`config.mk`:
```
export PLATFORM = sky130hd
export DESIGN_NAME = digit_scan_ctrl
export DESIGN_NICKNAME = d
export VERILOG_FILES = /design/src/rtl/digit_scan_ctrl.sv
export SDC_FILE = /design/constraint.sdc
export NUM_CORES = 1
export LEC_CHECK = 0
export CAP_MARGIN = 30
export CORE_MARGIN = 4
export CORE_UTILIZATION = 48
export CTS_BUF_LIST = sky130_fd_sc_hd__clkbuf_4 sky130_fd_sc_hd__clkbuf_8
export DETAILED_ROUTE_END_ITERATION = 16
export PLACE_DENSITY = 0.75
export SYNTH_ARGS = -nofsm -noshare
export SYNTH_HDL_FRONTEND = slang
export SYNTH_SLANG_ARGS = --single-unit
```
`constraint.sdc`:
```
create_clock -name clk -period 1.8 [get_ports clk]
set_input_delay 0.36 -clock clk [delete_from_list [all_inputs] [get_ports clk]]
set_output_delay 0.36 -clock clk [all_outputs]
set_load 0.02 [all_outputs]
```
`src/rtl/digit_scan_ctrl.sv`:
```
// digit_scan_ctrl
//   Scan controller for a 4-digit seven-segment display. A prescaler produces
//   one tick every REFRESH_DIV clocks. Each tick advances a one-hot ring over
//   the four digits. The displayed value sits in a shadow register. The shadow
//   register commits val_in only at a frame boundary (a tick while digit 3 is
//   selected), so one frame never mixes old and new digits.
//
//   Optional feature: define LEADING_ZERO_BLANK_EN to blank leading-zero digits.
//   When it is defined, digit 0 is always shown. When it is not defined, every
//   enabled digit is lit.
//
// Ports
//   clk, rst_n    clock (rising edge) and async active-low reset
//   val_in[15:0]  value to display; nibble [3:0] is the rightmost digit
//   load          level request to commit val_in at the next frame boundary
//   load_ack      1-cycle pulse: val_in captured into the shadow register
//   dig_en[3:0]   per-digit enable; 0 forces that anode off
//   sel[3:0]      registered one-hot digit select, active-high
//   an[3:0]       anode enables, active-low
//   hex[3:0]      shadow nibble of the currently selected digit
//   frame_start   1-cycle pulse when sel returns to 4'b0001
module digit_scan_ctrl #(
  parameter int REFRESH_DIV = 100000,
  parameter int CNT_W       = 17
) (
  input  logic        clk,
  input  logic        rst_n,
  input  logic [15:0] val_in,
  input  logic        load,
  output logic        load_ack,
  input  logic [3:0]  dig_en,
  output logic [3:0]  sel,
  output logic [3:0]  an,
  output logic [3:0]  hex,
  output logic        frame_start
);

  typedef enum logic [1:0] {S0, S1, S2, S3} state_e;

  localparam logic [CNT_W-1:0] CNT_LAST = CNT_W'(REFRESH_DIV - 1);

  state_e            state_q, state_d;
  logic [CNT_W-1:0]  cnt_q, cnt_d;
  logic [3:0]        sel_q, sel_d;
  logic [15:0]       shadow_q, shadow_d;
  logic              load_ack_q, load_ack_d;
  logic              frame_start_q, frame_start_d;
  logic              tick, boundary;
  logic [3:0]        blank;

  assign tick     = (cnt_q == CNT_LAST);
  assign boundary = tick && (state_q == S3);

  always_comb begin
    cnt_d         = tick ? '0 : cnt_q + 1'b1;
    state_d       = state_q;
    if (tick) begin
      unique case (state_q)
        S0: state_d = S1;
        S1: state_d = S2;
        S2: state_d = S3;
        S3: state_d = S0;
      endcase
    end
    // sel is registered together with the state, so it never glitches.
    unique case (state_d)
      S0: sel_d = 4'b0001;
      S1: sel_d = 4'b0010;
      S2: sel_d = 4'b0100;
      S3: sel_d = 4'b1000;
    endcase
    // The commit happens on the same edge as the wrap to S0, so the new
    // frame shows the new value starting from digit 0.
    shadow_d      = (boundary && load) ? val_in : shadow_q;
    load_ack_d    = boundary && load;
    frame_start_d = boundary;
  end

  always_ff @(posedge clk or negedge rst_n) begin
    if (!rst_n) begin
      state_q       <= S0;
      cnt_q         <= '0;
      sel_q         <= 4'b0001;
      shadow_q      <= 16'h0000;
      load_ack_q    <= 1'b0;
      frame_start_q <= 1'b0;
    end else begin
      state_q       <= state_d;
      cnt_q         <= cnt_d;
      sel_q         <= sel_d;
      shadow_q      <= shadow_d;
      load_ack_q    <= load_ack_d;
      frame_start_q <= frame_start_d;
    end
  end

`ifdef LEADING_ZERO_BLANK_EN
  // A digit is blank when it and every more-significant nibble are zero.
  // Digit 0 always stays lit, so a zero value still shows "0".
  always_comb begin
    blank[3] = ~|shadow_q[15:12];
    blank[2] = ~|shadow_q[15:8];
    blank[1] = ~|shadow_q[15:4];
    blank[0] = 1'b0;
  end
`else
  assign blank = 4'b0000;
`endif

  always_comb begin
    unique case (sel_q)
      4'b0010: hex = shadow_q[7:4];
      4'b0100: hex = shadow_q[11:8];
      4'b1000: hex = shadow_q[15:12];
      default: hex = shadow_q[3:0];
    endcase
  end

  for (genvar i = 0; i < 4; i++) begin : g_an
    assign an[i] = ~(sel_q[i] & dig_en[i] & ~blank[i]);
  end

  assign sel         = sel_q;
  assign load_ack    = load_ack_q;
  assign frame_start = frame_start_q;

endmodule

```
After elaboration in Yosys (flattened, before gate mapping) --
Cells that the tools add are included.
Word-level totals: flip-flop bits (word level) 41, logic and storage cells 34
Cells by class: add/subtract/negate cells 1, eq/ne operators 10, multiplexer cells 5, bitwise gates (word level) 8, reduce and logical (&&, ||, !) cells 4
Operator list (number):
- 17-bit by 1-bit adder with 17-bit output, second input constant | 1
- 17-bit equality test, second input constant | 1
- 17-bit 2-to-1 mux | 1
- 4-bit case mux with 4 select lines | 1
- 4-bit case mux with 3 select lines | 1
- 2-bit equality test, second input constant | 4
- 2-bit case mux with 4 select lines | 1
- 1-bit AND | 4
- 2-bit by 1-bit equality test with 1-bit output, second input constant | 2
- 4-bit by 2-bit equality test with 1-bit output, second input constant | 1
- 4-bit by 3-bit equality test with 1-bit output, second input constant | 1
- 4-bit equality test, second input constant | 1
- 2-bit zero test | 2
- 1-bit inverter | 4
- 1-bit logical AND | 2
- 2-bit 2-to-1 mux | 1

Longest topological paths before layout --
depth in word-level cells 5, gate-level depth with buffers 6

Worst setup path before layout --
Ideal clock, no wire load.
kind reg-to-reg, start reg cnt_q[0], end reg shadow_q[0], arrival 1848 ps, required time 1675 ps, path slack -173 ps, stages on the path, launching flop included 7, buffers on the path 1, period minus slack after synthesis 1973 ps, cells stage by stage dfrtp_1 ha_1 and4bb_1 nand4_2 nor3_4 buf_8 mux2_2
On the way: cells in the longest elaborated chain, start to end 3
RTL lines:
- start: declaration | line 43 | logic [CNT_W-1:0] cnt_q, cnt_d;
- start signal: assignment | line 89 | cnt_q <= cnt_d;
- 17-bit equality test | line 51 | assign tick = (cnt_q == CNT_LAST);
- 1-bit logical AND | line 52 | assign boundary = tick && (state_q == S3);
- 1-bit logical AND | line 74 | shadow_d = (boundary && load) ? val_in : shadow_q;
- end signal: assignment | line 91 | shadow_q <= shadow_d;
- end: declaration | line 45 | logic [15:0] shadow_q, shadow_d;
No other way between the ends. A chain may end at the register's enable or synchronous reset.

Worst setup path in the final report --
start reg sel_q[1] (netlist: sel[1]), end out hex[2]
On the way: cells in the longest elaborated chain, start to end 2
RTL lines:
- start: declaration | line 44 | logic [3:0] sel_q, sel_d;
- start signal: assignment | line 90 | sel_q <= sel_d;
- 4-bit equality test (tied with other cells) | line 111 | unique case (sel_q)
- 4-bit case mux with 3 select lines * | line 111
- end: declaration | line 34 | output logic [3:0] hex,
Every way passes the cells marked *; elsewhere a longest branch is shown, timed or not.

==> results_tabular.tex <==
\begin{tabular}{lr}
\hline
Metric & Value \\
\hline
\multicolumn{2}{l}{\textbf{Layout}} \\
Multi-input logic area & 1030 µm² \\
Post-synthesis to final-layout area growth & 43.0\% \\
FF/Latch Area & 1030 µm² \\
Final net count & 262 \\
Final standard cell area without fillers & 2800 µm² \\
Antenna diode instance count & 0 \\
Fill count & 240 \\
Fraction of layout cells with a size suffix above 1 & 0.331 \\
\multicolumn{2}{l}{\textbf{Detailed routing}} \\
Vias after detailed routing & 1597 \\
Number of nets still failing antenna checks after routing & 0 \\
Number of DRC markers in iteration 0 & 100 \\
Number of detailed-routing iterations run before antenna repair & 4 \\
Wire length after detailed routing & 5010 µm \\
Post-detailed-route via-to-cell ratio & 5.62 \\
Total DRC errors in the routed layout & 0 \\
Routed wire per std cell & 17.6 µm \\
\multicolumn{2}{l}{\textbf{Setup path}} \\
Worst setup path category & flop to output port \\
Depth of the most critical reg-to-reg path & 6 \\
Data required time at the worst endpoint & 1440 ps \\
CP top delay family & compound AO/OA/AOI/OAI gates \\
Stages on the worst setup path & 5 \\
Launching point of the worst reg2reg path & cnt\_q[0]\$\_DFF\_PN0\_ \\
Endpoint type of the worst setup path & output port \\
Endpoint of the most critical setup path & hex[2] \\
Data arrival time of the critical path & 1720 ps \\
Critical path buffers and inverters & 2 \\
Crit path cell chain & nor2b\_4 -> o311ai\_1 -> buf\_4 -> a221o\_1 -> buf\_6 \\
Kind of launch point of the worst setup path & flop \\
Reg2Reg Capture Point & shadow\_q[2]\$\_DFFE\_PN0P\_ \\
Timing startpoint of the critical path & sel[1]\$\_DFF\_PN0\_ \\
Internal reg-to-reg setup slack & -100 ps \\
Worst-path maximum fanout & 5 \\
Slowest stage delay, CP & 460 ps \\
Critical-path top delay cell & dfrtp\_2 \\
\multicolumn{2}{l}{\textbf{CTS}} \\
Root Buffer & clkbuf\_8 \\
Clock sink total & 41 \\
Num CTS Buffers & 5 \\
Number of buffers on the longest clock path & 2 \\
Clock insertion delay at the later pin of the skew report & 290 ps \\
CTS clk-pin slew, worst paths & 80 ps \\
CTS tree & built \\
H-tree lvl count & 2 \\
\multicolumn{2}{l}{\textbf{Place}} \\
Placement Cell Area & 2560 µm² \\
Final GP Congestion & 0.854 \\
Half-perimeter wire length after detailed placement & 3220 µm \\
Number of input and output port buffers inserted & 36 \\
Place WS & -337 ps \\
\multicolumn{2}{l}{\textbf{Floorplanning}} \\
Core Box Area & 3800 µm² \\
Die Height & 71.9 µm \\
Number of I/O pins & 37 \\
Die Width & 71.9 µm \\
Row count & 22 \\
Initial Util & 0.516 \\
Full die area & 5170 µm² \\
\multicolumn{2}{l}{\textbf{Power and ir drop}} \\
Combinational fraction of design power & 0.048 \\
Max VDD drop & 340 µV \\
Switching power of the nets & 330 µW \\
Seq pwr share & 0.582 \\
Leak pwr & 0.00127 µW \\
Net switching fraction of the power & 0.209 \\
Internal power of the cells & 1250 µW \\
Total power divided by cell area & 564 nW/µm² \\
Clk network pwr share & 0.369 \\
\multicolumn{2}{l}{\textbf{Synth}} \\
Combined area of all synthesized cells & 1960 µm² \\
Sequential cell area fraction in the yosys report & 0.524 \\
Biggest area consumer among synthesized cells & dfrtp\_1 \\
Number of distinct library cells after synthesis & 35 \\
Flip-flop cell with the highest count after synthesis & dfrtp\_1 \\
Average cell area after synthesis & 11.5 µm² \\
Syn. warnings & 0 \\
EDFF count, synth & 0 \\
Proportion of register bits with asynchronous set or reset after synthesis & 1.00 \\
Synthesis-stage register bit count & 41 \\
Post-Syn Instances & 170 \\
Fraction of synthesized cell area taken by the top area cell type & 0.511 \\
Mapped Nets & 197 \\
Leading cell types by total area after synthesis & dfrtp\_1 (51\%), mux2\_2 (11\%), xor2\_1 (4.0\%) \\
\multicolumn{2}{l}{\textbf{Timing}} \\
Fin worst setup slack & -279 ps \\
Final setup violating endpoints & 20 \\
Final critical-path share of the clock period & 1.16 \\
Least-Margin Pin Slew & 476 ps \\
Clock period minus final worst setup slack & 2080 ps \\
Number of failing hold endpoints at the final stage & 0 \\
Worst-case headroom to the max-slew limit & 0.682 \\
Count of final max-slew check failures & 0 \\
Hold slack final & 16.7 ps \\
Max Fclk & 481 MHz \\
Clock Skews & 7.55 ps \\
Setup repair after global routing missed its margin & true \\
\multicolumn{2}{l}{\textbf{Global routing}} \\
Pin count of the biggest net entering global routing & 23 \\
Initial antenna violation count & 0 \\
Wire length of the first global-routing pass & 7570 µm \\
Via count of the first global-routing pass & 1599 \\
Grt ovf & 0 \\
Global router's overall resource usage & 0.185 \\
\multicolumn{2}{l}{\textbf{Worst hold path}} \\
Hold Crit Class & input pin to async pin \\
\multicolumn{2}{l}{\textbf{Run status}} \\
Failing checks & setup timing \\
Status & complete, but fails checks \\
\multicolumn{2}{l}{\textbf{Job}} \\
Number of max-cap violations & 0 \\
\hline
\end{tabular}
[kinds of logic (layout without fill, tap and decap cells)]
| family | after synthesis | count (layout) | synth area share |
|---|---|---|---|
| xor gates and xnor gates | 13 | 13 | 0.0581 |
| buffers and inverters | 6 | 72 | 0.0179 |
| AOI/OAI and AO/OA | 16 | 16 | 0.0594 |
| DFF | 41 | 41 | 0.524 |
| adders and majority gates | 4 | 4 | 0.0255 |
| muxes | 21 | 21 | 0.119 |
| and+or+nand+nor | 69 | 69 | 0.195 |
[flip-flops by register name (all words and copies together), names as in the netlist]
signal / flops
state_q: 2
frame_start: 1
cnt_q: 17
shadow_q: 16
sel: 4
load_ack: 1
[power by group through the flow]
stage	registers [µW]	logic [µW]	clock network [µW]
detailed placement	939	75.3	0
finish	920	76.5	584
floorplan	939	2.36	0
CTS	920	75.3	605
global placement	939	73.9	0
global route	920	83.0	647
[worst min-delay path by stage]
stage / endpoint / cells past startpoint / slack [ps] / from
final: shadow_q[4]$_DFFE_PN0P_ / 1 / 20 / rst_n
after global routing: shadow_q[4]$_DFFE_PN0P_ / 1 / 40 / rst_n
after CTS: shadow_q[8]$_DFFE_PN0P_ / 1 / 20 / rst_n
after detailed placement: shadow_q[8]$_DFFE_PN0P_ / 1 / 340 / rst_n
after global placement: shadow_q[4]$_DFFE_PN0P_ / 1 / 330 / rst_n
after floorplan: cnt_q[0]$_DFF_PN0_ / 0 / 60 / rst_n
[cells in the mapped netlist, drive strengths merged (2+ instances only)]
master	number
a21oi	2
mux2i	2
and4	2
a221o	4
inv	4
or3	4
mux2	19
buf	2
ha	4
xor2	9
a22oi	4
and3	2
xnor2	4
nand2	15
nor2b	3
nor4b	3
nand4	5
nor3	9
nor2	15
nand3	7
o21ai	4
dfrtp	40
[layer usage]
metal	vias up	wire length (µm)	global-route usage
met2	58	2570	0.313
met4	0	95	0.0731
met5	-	0	0
li1	744	-	-
met1	784	2100	0.227
met3	11	237	0.0471
[per-stage QoR]
step / utilization / instances / total power [µW] / TNS, ps
CTS: 0.710 / 283 / 1600 / -851
global route: 0.738 / 284 / 1650 / -3360
detailed placement: 0.673 / 274 / 1010 / -1310
global placement: 0.673 / 274 / 1010 / -1070
finish: 0.738 / 284 / 1580 / -2270
floorplan: - / 170 / 941 / -364
[cells in the final DEF, fill, tap and decap left out, types with 3 or more instances in the layout]
| cell | instances |
|---|---|
| dfrtp_1 | 37 |
| clkdlybuf4s50_1 | 23 |
| buf_4 | 20 |
| mux2_4 | 16 |
| nor2_1 | 15 |
| nand2_1 | 15 |
| xor2_1 | 9 |
| dlygate4sd2_1 | 8 |
| nand3_1 | 7 |
| nor3_1 | 5 |
| clkbuf_8 | 5 |
| buf_6 | 5 |
| inv_1 | 4 |
| a22oi_2 | 4 |
| a221o_1 | 4 |
| nand4_1 | 4 |
| xnor2_1 | 4 |
| nor3_2 | 3 |
| mux2_2 | 3 |
| o21ai_0 | 3 |
| or3_1 | 3 |
| ha_1 | 3 |
| dfrtp_2 | 3 |
[area by class of cell]
class                           count  share of cell area
Tap cell                           48              0.0214
Clock buffer                        6              0.0272
Clock inverter                      2             0.00357
Sequential cell                    41               0.368
Timing Repair Buffer               60               0.206
Multi-Input combinational cell    123               0.369
Inverter                            4             0.00536
[worst reg2reg max path, stage by stage (launching register included)]
cell and delay [ps]:
dfrtp_1 400, ha_4 150, and4bb_1 240, nand4_2 140
nor3_4 330, clkbuf_16 240, mux2_4 300
[timing repair]
item | CTS | global route
pin swaps | 10 | 3
buffers inserted | 1 | 0
setup endpoints to repair | 11 | 19
hold buffers | 0 | 0
resized for setup | 46 | 21
cloned | 0 | 1
Power figures use the tool's default switching activity.
